**src/rtl/quadrature_decoder_if.sv**
```systemverilog
// Quadrature decoder pin/result bundle.
// Optional index input Z exists only when QUAD_INDEX_EN is defined.
interface quadrature_decoder_if #(
    parameter int CNT_W = 4
);
    logic             A;
    logic             B;
    logic             ErrClr;
`ifdef QUAD_INDEX_EN
    logic             Z;
`endif
    logic             Step;
    logic             UD;
    logic [CNT_W-1:0] Position;
    logic             Err;

`ifdef QUAD_INDEX_EN
    modport master (output A, B, ErrClr, Z, input Step, UD, Position, Err);
    modport slave  (input A, B, ErrClr, Z, output Step, UD, Position, Err);
`else
    modport master (output A, B, ErrClr, input Step, UD, Position, Err);
    modport slave  (input A, B, ErrClr, output Step, UD, Position, Err);
`endif
endinterface

```
**src/rtl/quadrature_decoder.sv**
```systemverilog
// Quadrature decoder: synchronizes and glitch-filters encoder phases A/B,
// emits a one-cycle Step with UD direction, keeps a wrapping Position and a
// sticky Err flag for double-phase jumps.
// Define QUAD_INDEX_EN to add index input Z, whose filtered rising edge
// zeroes Position.
module quadrature_decoder #(
    parameter int FILTER_LEN = 3,
    parameter int CNT_W      = 4
) (
    input  logic                  CLK,
    input  logic                  Reset,
    quadrature_decoder_if.slave   bus
);
`ifdef QUAD_INDEX_EN
    localparam int NPH = 3;       // A, B, Z
`else
    localparam int NPH = 2;       // A, B
`endif
    localparam int INIT_CYC = FILTER_LEN + 2;

    typedef enum logic {INIT, RUN} state_t;

    state_t           state_q, state_d;
    logic [4:0]       init_cnt_q, init_cnt_d;

    logic [NPH-1:0]   pin;
    logic [NPH-1:0]   meta_q, sync_q;
    logic [NPH-1:0]   filt;
    logic [NPH-1:0]   prev_q;

    logic             step_q, step_d;
    logic             ud_q, ud_d;
    logic [CNT_W-1:0] pos_q, pos_d;
    logic             err_q, err_d;

`ifdef QUAD_INDEX_EN
    assign pin = {bus.Z, bus.B, bus.A};
`else
    assign pin = {bus.B, bus.A};
`endif

    // Two-flop synchronizer on every asynchronous phase input
    always_ff @(posedge CLK) begin
        if (Reset) begin
            meta_q <= '0;
            sync_q <= '0;
        end else begin
            meta_q <= pin;
            sync_q <= meta_q;
        end
    end

    // Per-phase glitch filter: accept a new level after FILTER_LEN differing samples
    for (genvar i = 0; i < NPH; i++) begin : g_filt
        logic       f_q, f_d;
        logic [3:0] c_q, c_d;

        // Next filtered level and run-length count; INIT tracks the pin directly
        always_comb begin
            f_d = f_q;
            c_d = c_q;
            if (state_q == INIT) begin
                f_d = sync_q[i];
                c_d = '0;
            end else if (sync_q[i] == f_q) begin
                c_d = '0;
            end else if (c_q == 4'(FILTER_LEN - 1)) begin
                f_d = sync_q[i];
                c_d = '0;
            end else begin
                c_d = c_q + 4'd1;
            end
        end

        // Filter state register
        always_ff @(posedge CLK) begin
            if (Reset) begin
                f_q <= 1'b0;
                c_q <= '0;
            end else begin
                f_q <= f_d;
                c_q <= c_d;
            end
        end

        assign filt[i] = f_q;
    end

    // FSM state register
    always_ff @(posedge CLK) begin
        if (Reset) begin
            state_q    <= INIT;
            init_cnt_q <= '0;
        end else begin
            state_q    <= state_d;
            init_cnt_q <= init_cnt_d;
        end
    end

    // FSM next state: hold INIT long enough for the filters to settle on real pin levels
    always_comb begin
        state_d    = state_q;
        init_cnt_d = init_cnt_q;
        if (state_q == INIT) begin
            if (init_cnt_q == 5'(INIT_CYC - 1)) begin
                state_d    = RUN;
                init_cnt_d = '0;
            end else begin
                init_cnt_d = init_cnt_q + 5'd1;
            end
        end
    end

    // Decode: map AB to Gray position 00,01,11,10 -> 0..3; the mod-4 difference
    // gives 1 = up, 3 = down, 2 = illegal double jump, 0 = no change
    logic [1:0] cur_idx, prev_idx, delta;
    logic       run, idx_load;

    assign cur_idx  = {filt[0], filt[0] ^ filt[1]};
    assign prev_idx = {prev_q[0], prev_q[0] ^ prev_q[1]};
    assign delta    = cur_idx - prev_idx;
    assign run      = (state_q == RUN);
`ifdef QUAD_INDEX_EN
    assign idx_load = run && filt[2] && !prev_q[2];
`else
    assign idx_load = 1'b0;
`endif

    // Step/UD/Position/Err next values; index load beats a same-cycle step, Err set beats clear
    always_comb begin
        step_d = run && delta[0];
        ud_d   = ud_q;
        pos_d  = pos_q;
        err_d  = err_q;
        if (step_d) begin
            ud_d  = (delta == 2'd1);
            pos_d = (delta == 2'd1) ? pos_q + CNT_W'(1) : pos_q - CNT_W'(1);
        end
        if (idx_load) pos_d = '0;
        if (bus.ErrClr) err_d = 1'b0;
        if (run && delta == 2'd2) err_d = 1'b1;
    end

    // Output and previous-phase registers
    always_ff @(posedge CLK) begin
        if (Reset) begin
            step_q <= 1'b0;
            ud_q   <= 1'b1;
            pos_q  <= '0;
            err_q  <= 1'b0;
            prev_q <= '0;
        end else begin
            step_q <= step_d;
            ud_q   <= ud_d;
            pos_q  <= pos_d;
            err_q  <= err_d;
            prev_q <= filt;
        end
    end

    assign bus.Step     = step_q;
    assign bus.UD       = ud_q;
    assign bus.Position = pos_q;
    assign bus.Err      = err_q;
endmodule

```
**src/flat_wrapper.sv**
```systemverilog
// flat-port wrapper written by rule: the top's interface ports become plain ports
module quadrature_decoder_flat 
#(
    parameter int FILTER_LEN = 3,
    parameter int CNT_W      = 4
)
  (CLK, Reset, bus_A, bus_B, bus_ErrClr, bus_Step, bus_UD, bus_Position, bus_Err);
  quadrature_decoder_if #(.CNT_W(CNT_W)) bus_i ();
  input  logic CLK;
  input  logic Reset;
  input wire logic [$bits(bus_i.A)-1:0] bus_A;
  input wire logic [$bits(bus_i.B)-1:0] bus_B;
  input wire logic [$bits(bus_i.ErrClr)-1:0] bus_ErrClr;
  output wire logic [$bits(bus_i.Step)-1:0] bus_Step;
  output wire logic [$bits(bus_i.UD)-1:0] bus_UD;
  output wire logic [$bits(bus_i.Position)-1:0] bus_Position;
  output wire logic [$bits(bus_i.Err)-1:0] bus_Err;
  assign bus_i.A = bus_A;
  assign bus_i.B = bus_B;
  assign bus_i.ErrClr = bus_ErrClr;
  assign bus_Step = bus_i.Step;
  assign bus_UD = bus_i.UD;
  assign bus_Position = bus_i.Position;
  assign bus_Err = bus_i.Err;
  quadrature_decoder #(.FILTER_LEN(FILTER_LEN), .CNT_W(CNT_W)) u_core (.CLK(CLK), .Reset(Reset), .bus(bus_i));
endmodule
```
**config.mk**
```make
export PLATFORM = sky130hd
export DESIGN_NAME = quadrature_decoder_flat
export DESIGN_NICKNAME = d
export VERILOG_FILES = /design/src/rtl/quadrature_decoder_if.sv /design/src/rtl/quadrature_decoder.sv /design/src/flat_wrapper.sv
export SDC_FILE = /design/constraint.sdc
export NUM_CORES = 1
export LEC_CHECK = 0
export CAP_MARGIN = 20
export CORE_ASPECT_RATIO = 1.75
export CORE_UTILIZATION = 49
export DETAILED_ROUTE_END_ITERATION = 6
export HOLD_SLACK_MARGIN = 0.03
export PLACE_DENSITY = 0.73
export SYNTH_ARGS = -nofsm -noshare
export SYNTH_HDL_FRONTEND = slang
export SYNTH_SLANG_ARGS = --single-unit
```
**constraint.sdc**
```tcl
create_clock -name CLK -period 2.5 [get_ports CLK]
set_clock_uncertainty 0.1 [all_clocks]
set_input_delay 0.375 -clock CLK [delete_from_list [all_inputs] [get_ports CLK]]
set_output_delay 0.375 -clock CLK [all_outputs]
set_load 0.01 [all_outputs]
```
Word-level counts from Yosys, hierarchy flattened --
Cells that the tools add are included.
Operators by class: reductions and logical operators 7, equal/unequal tests 11, muxes and demuxes 12, bitwise operators 3, add/subtract/negate cells 6
Operators with widths (count):
- $add A4 B1 Y4 const B | 3
- $mux W1 | 10
- $eq A4 B2 Y1 const B | 2
- $ne A2 B2 Y1 const B | 4
- $reduce_or A4 Y1 | 2
- $add A5 B1 Y5 const B | 1
- $eq A5 B3 Y1 const B | 1
- $mux W5 | 1
- $mux W4 | 1
- $reduce_and A2 Y1 | 2
- $sub A4 B1 Y4 const B | 1
- $eq A1 B1 Y1 | 2
- $eq A2 B1 Y1 const B | 1
- $eq A2 B2 Y1 const B | 1
- $logic_and A1 B1 Y1 | 2
- $reduce_bool A2 Y1 | 1
- $sub A2 B2 Y2 | 1
- $xor A1 B1 Y1 | 2
- $not A1 Y1 | 1
Word-level totals: word-level logic and storage cells 52, flip-flop bits (word level) 29

Logic depth before layout (Yosys ltp) --
Gate-level depths: netlist (run 1).
depth in word-level cells 5, gate-level depth with buffers 10

Worst setup path after synthesis (run 1) --
No wires, ideal clock.
path kind flip-flop to flip-flop, start point register u_core.g_filt[0].f_q, end point register u_core.pos_q[3] (netlist: u_core.bus.Position[3]), arrival 2.385 ns, cell stages (with the launch flop) 11, slack -0.109 ns, library setup time 0.123 ns, path buffers 0, path through dfxtp_1 > xnor2_1 > ha_1 > xnor2_1 > xnor2_2 > or2_2 > ha_1 > a21oi_1 > nand3_1 > mux2i_1 > mux2_1
Between the ends: word-level cells in the longest chain between the ends 4, elaborated cells on any way between the ends 5
Ends and longest elaborated chain:
- start, declared | line quadrature_decoder.sv:55 | logic f_q, f_d;
- start signal, assigned | line quadrature_decoder.sv:78 | f_q <= 1'b0;
- start signal, assigned | line quadrature_decoder.sv:81 | f_q <= f_d;
- $xor A1 B1 Y1 | line quadrature_decoder.sv:119 | assign cur_idx = {filt[0], filt[0] ^ filt[1]};
- $sub A2 B2 Y2 * | line quadrature_decoder.sv:121 | assign delta = cur_idx - prev_idx;
- $eq A2 B1 Y1 | line quadrature_decoder.sv:137 | pos_d = (delta == 2'd1) ? pos_q + CNT_W'(1) : pos_q - CNT_W'(1);
- $mux W4 | line quadrature_decoder.sv:137
- end signal, assigned | line quadrature_decoder.sv:155 | pos_q <= pos_d;
- end, declared | line quadrature_decoder.sv:33 | logic [CNT_W-1:0] pos_q, pos_d;
Every way passes the cells marked *; elsewhere a longest branch is shown, timed or not. A chain may end at the register's enable or synchronous reset.

Worst setup path after layout (run 1) --
start point register u_core.g_filt[1].f_q, end point register u_core.pos_q[3] (netlist: u_core.bus.Position[3])
Between the ends: word-level cells in the longest chain between the ends 4, elaborated cells on any way between the ends 5
Ends and longest elaborated chain (line):
- start, declared | quadrature_decoder.sv:55
- start signal, assigned | quadrature_decoder.sv:78
- start signal, assigned | quadrature_decoder.sv:81
- $xor A1 B1 Y1 * | quadrature_decoder.sv:119
- $sub A2 B2 Y2 * | quadrature_decoder.sv:121
- $eq A2 B1 Y1 | quadrature_decoder.sv:137
- $mux W4 | quadrature_decoder.sv:137
Marked as above.

==> results.cfg, run 1 <==
[run_status]
outcome = completed

[placed_design]
port_buffers = 11
place_congestion = 0.665
placed_cell_area_sq_um = 1420
post-place-ws_ns = 0.0276
dp_hpwl_um = 1530
dp_cells = 161

[layout]
area_growth_pct = 21.9
layout_common_cells = dfxtp_1, nor2_1, clkdlybuf4s50_1, nor2b_1
layout-drive-gt1-share_pct = 14.6
final_common_cell = dfxtp_1
post-route-util_pct = 65.1
diodes = 0
nets = 158
final_area_sq_um = 1520
fin_cells = 169

[routing]
routed_wl_um = 1940
viasPerCell = 5.20
ant_nets = 0
vias = 878
dr.pass1.iters = 3
drt-initial-drc-count = 7
drc_errors = 0
routedWlPerCell_um = 11.5

[logic_synthesis]
yosys-top-cells-area = dfxtp_1, ha_1, nor2_1
synth_seq_cells = 29
synth_top_area_share_pct = 46.7
syn_inst = 125
synth_warnings = 0
synth_ff_type = dfxtp_1
ys_async_sr_fraction_pct = 0
syn-cell-area_sq_um = 1240
synth_area_leader_cell = dfxtp_1
ys_types = 25
avgSynthCellArea_sq_um = 9.95
seq_area_frac_synth_pct = 46.7
synth_edf_count = 0
syn-num-nets = 140

[sta]
hold_viol = 0
max_freq_mhz = 415
period_share_pct = 96.5
tns_ns = 0
setup_viol = 0
period_needed_ns = 2.41
slew_violations = 0
worst_slew_pin_slew_ns = 0.427
slew_headroom_pct = 71.5
fin_ws_ns = 0.0879
rsz0062_at_grt = true

[global_route]
grt_pass1_wl_um = 3330
antenna_found_initial = 0
gr-total-overflow = 0
grt.total_usage_pct = 18.2
grt_max_degree = 13
grt_pass1_vias = 866

[clock_network]
cts_num_sinks = 29
clockBufferDepth = 2
tritoncts = yes
cts_max_level = 2
path_clk_slew_ns = 0.06
clk_latency_ns = 0.27
numCtsBuffers = 5
root_buffer = clkbuf_8

[critical_path]
critPathArrivalTime_ns = 2.47
cp.required_ns = 2.56
cp_max_fo = 4
critical_path_buf_inv_count = 0
path_cells = xnor2_2 > ha_2 > xnor2_2 > xnor2_2 > or2_4 > ha_4 > nand3_2 > a21o_1 > mux2i_1 > mux2_1
cp_common_cell = xnor2_2
cpMaxStageDelayCell = dfxtp_2
crit_path_start_kind = flip-flop
crit_type = reg2reg
worstSetupEndpointType = flip-flop
critical-path-top-delay-family = adder cells
cp_slowest_stage_delay_ns = 0.34

[power_and_ir_drop]
p_leak_nw = 0.601
clkPwrFrac_pct = 36.8
swShare_pct = 23.9
vdd.ir_drop.worst_uv = 527
p_int_mw = 0.732
combPwrFrac_pct = 11.3
power.switching_mw = 0.230
power.density_nw_per_um2 = 634
p_seq_share_pct = 51.9

[floorplan]
die_width_um = 40.1
rows = 23
ioPinCount = 12
dieHeight_um = 68.6
start_util_pct = 53.4
core_sq_um = 2330
dieArea_sq_um = 2750

[run]
maxCapViolations = 0

[min_path]
hp-class = reg2reg
## layout make-up
type / instances / area [sq um]
well taps: 25 / 31.3
flip-flops and latches: 29 / 584
multi-input cells: 86 / 659
repair buffers: 14 / 133
clock buffers: 6 / 72.6
fillers: 202 / 815
inverters: 7 / 26.3
clock inverters: 2 / 10.0
## registers in the layout, summed over array words and instances (netlist names)
register             cells
u_core.bus.Err           1
u_core.g_filt.c_q        8
u_core.bus.UD            1
u_core.sync_q            2
u_core.run               1
u_core.g_filt.f_q        2
u_core.meta_q            2
u_core.bus.Position      4
u_core.init_cnt_q        5
u_core.prev_q            2
u_core.bus.Step          1
## power groups by stage
| stage | sequential [mW] | clock (mW) | combinational [mW] |
|---|---|---|---|
| 2_1_floorplan | 0.504 | 0 | 0.0831 |
| 3_3_place_gp | 0.508 | 0 | 0.101 |
| 3_5_place_dp | 0.509 | 0 | 0.107 |
| 4_1_cts | 0.499 | 0.365 | 0.108 |
| 5_1_grt | 0.502 | 0.389 | 0.124 |
| 6_report | 0.499 | 0.353 | 0.109 |
## worst paths after layout
kind	startpoint	end	slack, ns	depth (start not counted)
worst max register to register	u_core.g_filt[1].f_q	u_core.bus.Position[3]	0.09	10
worst min-delay path	u_core.meta_q[1]	u_core.sync_q[1]	0.34	1
worst min register to register	u_core.meta_q[1]	u_core.sync_q[1]	0.34	1
worst max-delay path	u_core.g_filt[1].f_q	u_core.bus.Position[3]	0.09	10
## per-layer routing
layer / vias to the layer above / track usage [%] / share of wire, %
met5: - / 0 / 0
met4: 0 / 10.3 / 1.4
met3: 4 / 6.73 / 4.0
met2: 17 / 33.5 / 53
met1: 413 / 15.2 / 41
li1: 444 / - / -
## per-stage QoR
stage          hold WS, ns  total power [mW]
4_1_cts              0.348             0.972
3_3_place_gp         0.320             0.609
5_1_grt              0.362              1.02
2_1_floorplan        0.314             0.587
3_5_place_dp         0.332             0.616
6_report             0.337             0.961
## what timing repair did
item                                    in CTS  in global routing
endpoints found under the setup margin       0                  1
hold buffers                                 0                  0
buffers inserted                             0                  0
hold endpoints to repair                     0                  0
gates resized for setup                      0                  5
## cells in the mapped netlist (2+ instances only)
cell / instances
nor2_1: 22
dfxtp_1: 29
nor2b_1: 10
o31ai_1: 2
ha_1: 9
nand3_1: 6
or3_1: 2
a21oi_1: 3
a21o_1: 2
xor2_1: 5
xnor2_1: 9
clkbuf_1: 2
inv_1: 7
nand2_1: 2
mux2i_1: 5
## cell families after synthesis
logic type | count (synthesis) | synth area share [%]
muxes | 6 | 4.93
adders and majority gates | 10 | 10.7
AOI/OAI and AO/OA | 10 | 5.63
buffers and inverters | 10 | 3.62
DFF | 29 | 46.7
and+or+nand+nor | 45 | 17.3
xor gates and xnor gates | 15 | 11.2
(Power assumes the default switching activity.)
==> run 2, diff against run 1 <==
--- a/config.mk
+++ b/config.mk
@@ -10,7 +10,8 @@
 export CORE_UTILIZATION = 49
 export DETAILED_ROUTE_END_ITERATION = 6
 export HOLD_SLACK_MARGIN = 0.03
-export PLACE_DENSITY = 0.73
+export MAX_ROUTING_LAYER = met4
+export PLACE_DENSITY = 0.75
 export SYNTH_ARGS = -nofsm -noshare
 export SYNTH_HDL_FRONTEND = slang
 export SYNTH_SLANG_ARGS = --single-unit
==> results.cfg, run 2 (synthesized netlist as in run 1, its figures left out) <==
[sta]
slew_violations = 0
whs_ns = 0.339
period_share_pct = 98.3
rsz0062_at_grt = true
max_freq_mhz = 407
worst_slew_pin_slew_ns = 0.438
hold_viol = 0
period_needed_ns = 2.46
slew_headroom_pct = 70.7
fin_ws_ns = 0.0416
setup_viol = 0

[min_path]
hp-class = reg2reg
hold_path_end = u_core.sync_q[1]
min_from = u_core.meta_q[1]
min_path_cells = 1

[power_and_ir_drop]
power.density_nw_per_um2 = 667
vdd.ir_drop.worst_uv = 508
total_power_mw = 1.03
p_leak_nw = 0.615

[clock_network]
clk_latency_ns = 0.28
postCtsHoldBufs = 0
cts_num_sinks = 29
path_clk_slew_ns = 0.06
cts_max_level = 2
clockBufferDepth = 2
numCtsBuffers = 5
root_buffer = clkbuf_8
tritoncts = yes

[layout]
post-route-util_pct = 66.0
regMostFlops = u_core.g_filt.c_q
layout_common_cells = dfxtp_1, nor2_1, clkdlybuf4s50_1, nor2b_1
diodes = 0
nets = 159
final_common_cell = dfxtp_1
largest_reg_flops = 8
final_area_sq_um = 1540
fillers = 200
area_growth_pct = 23.6
layout-drive-gt1-share_pct = 15.2

[critical_path]
cp_slowest_stage_delay_ns = 0.36
cpMaxStageDelayCell = dfxtp_2
r2r_end = u_core.bus.Position[3]
crit_path_start_kind = flip-flop
reg2reg_from = u_core.prev_q[0]
path_cells = xor2_1 > ha_2 > xnor2_2 > xnor2_2 > or2_4 > ha_4 > nand3_1 > a21o_1 > mux2i_1 > mux2_1
cp_max_fo = 3
cp.required_ns = 2.57
critPathArrivalTime_ns = 2.53
crit_type = reg2reg
r2r_slack_ns = 0.04
rr_worst_depth = 10
cp_common_cell = xnor2_2
worstSetupEndpointType = flip-flop

[placed_design]
dp_hpwl_um = 1550
post-place-ws_ns = -0.0101
place_congestion = 0.759
port_buffers = 11
placed_cell_area_sq_um = 1420

[global_route]
grt_pass1_wl_um = 3430
grt_max_degree = 14
grt.total_usage_pct = 19.6
grt_pass1_vias = 890
antenna_found_initial = 0
gr-total-overflow = 0

[floorplan]
core_sq_um = 2330
ioPinCount = 12
dieHeight_um = 68.6
die_width_um = 40.1
rows = 23
start_util_pct = 53.4
dieArea_sq_um = 2750

[routing]
drt-initial-drc-count = 18
dr.pass1.iters = 4
viasPerCell = 5.19
drc_errors = 0
ant_nets = 0
vias = 882
routed_wl_um = 1990
routedWlPerCell_um = 11.7

[run]
maxCapViolations = 0

[run_status]
outcome = completed
[run 2: cell count changes in the layout (fill, tap and decap cells not counted), sizes merged]
cell / delta
buf: +1
clkbuf: +1
clkinv: -1
[run 2: where the power goes]
| part | total [mW] | internal (mW) | switching [mW] |
|---|---|---|---|
| clock network | 0.418 | 0.248 | 0.170 |
| logic | 0.108 | 0.0585 | 0.0500 |
| registers | 0.500 | 0.481 | 0.0186 |
[run 2: layer usage]
layer | track usage, % | part of all wire [%] | vias to the layer above
li1 | - | - | 442
met5 | - | 0 | -
met1 | 16.7 | 37 | 422
met2 | 34.3 | 57 | 15
met4 | 10.3 | 2.0 | 0
met3 | 7.69 | 3.8 | 3
[run 2: layout make-up]
| type | instances | area (sq um) | area share [%] |
|---|---|---|---|
| clock buffer | 7 | 96.3 | 6.27 |
| tap | 25 | 31.3 | 2.03 |
| clock inverter | 1 | 5.00 | 0.325 |
| multi-input combinational | 86 | 654 | 42.6 |
| inverter | 7 | 26.3 | 1.71 |
| sequential | 29 | 584 | 38.0 |
| timing repair buffer | 15 | 140 | 9.11 |
[run 2: how the worst max path moves through the flow]
| stage | slack (ns) | to | startpoint | cells past startpoint |
|---|---|---|---|---|
| after global routing | -0.07 | u_core.bus.Position[3] | u_core.prev_q[0] | 10 |
| final | 0.04 | u_core.bus.Position[3] | u_core.prev_q[0] | 10 |
| after floorplan | 0.06 | u_core.bus.Position[3] | u_core.g_filt[0].f_q | 10 |
| after CTS | 0.003 | u_core.bus.Position[3] | u_core.prev_q[0] | 10 |
| after detailed placement | -0.01 | u_core.bus.Position[3] | u_core.g_filt[1].f_q | 10 |
| after global placement | 0.07 | u_core.bus.Position[3] | u_core.g_filt[1].f_q | 10 |
[run 2: timing repair]
item	CTS	global route
buffers inserted	0	0
gates cloned	0	0
setup endpoints to repair	1	1
resized for setup	1	3
[run 2: per-stage QoR]
step | TNS [ns] | instances
final | 0 | 170
after global routing | -0.0698 | 170
after CTS | 0 | 170
after detailed placement | -0.0101 | 162
after global placement | 0 | 162
after floorplan | 0 | 125
[run 2: worst max-delay path, delay by kind of cell, from the launching register on]
family	cells	cell delay, ns
adders and majority gates	2	0.50
and+or+nand+nor	2	0.35
muxes	2	0.48
DFF	1	0.36
xor gates and xnor gates	3	0.39
AOI/OAI and AO/OA	1	0.17
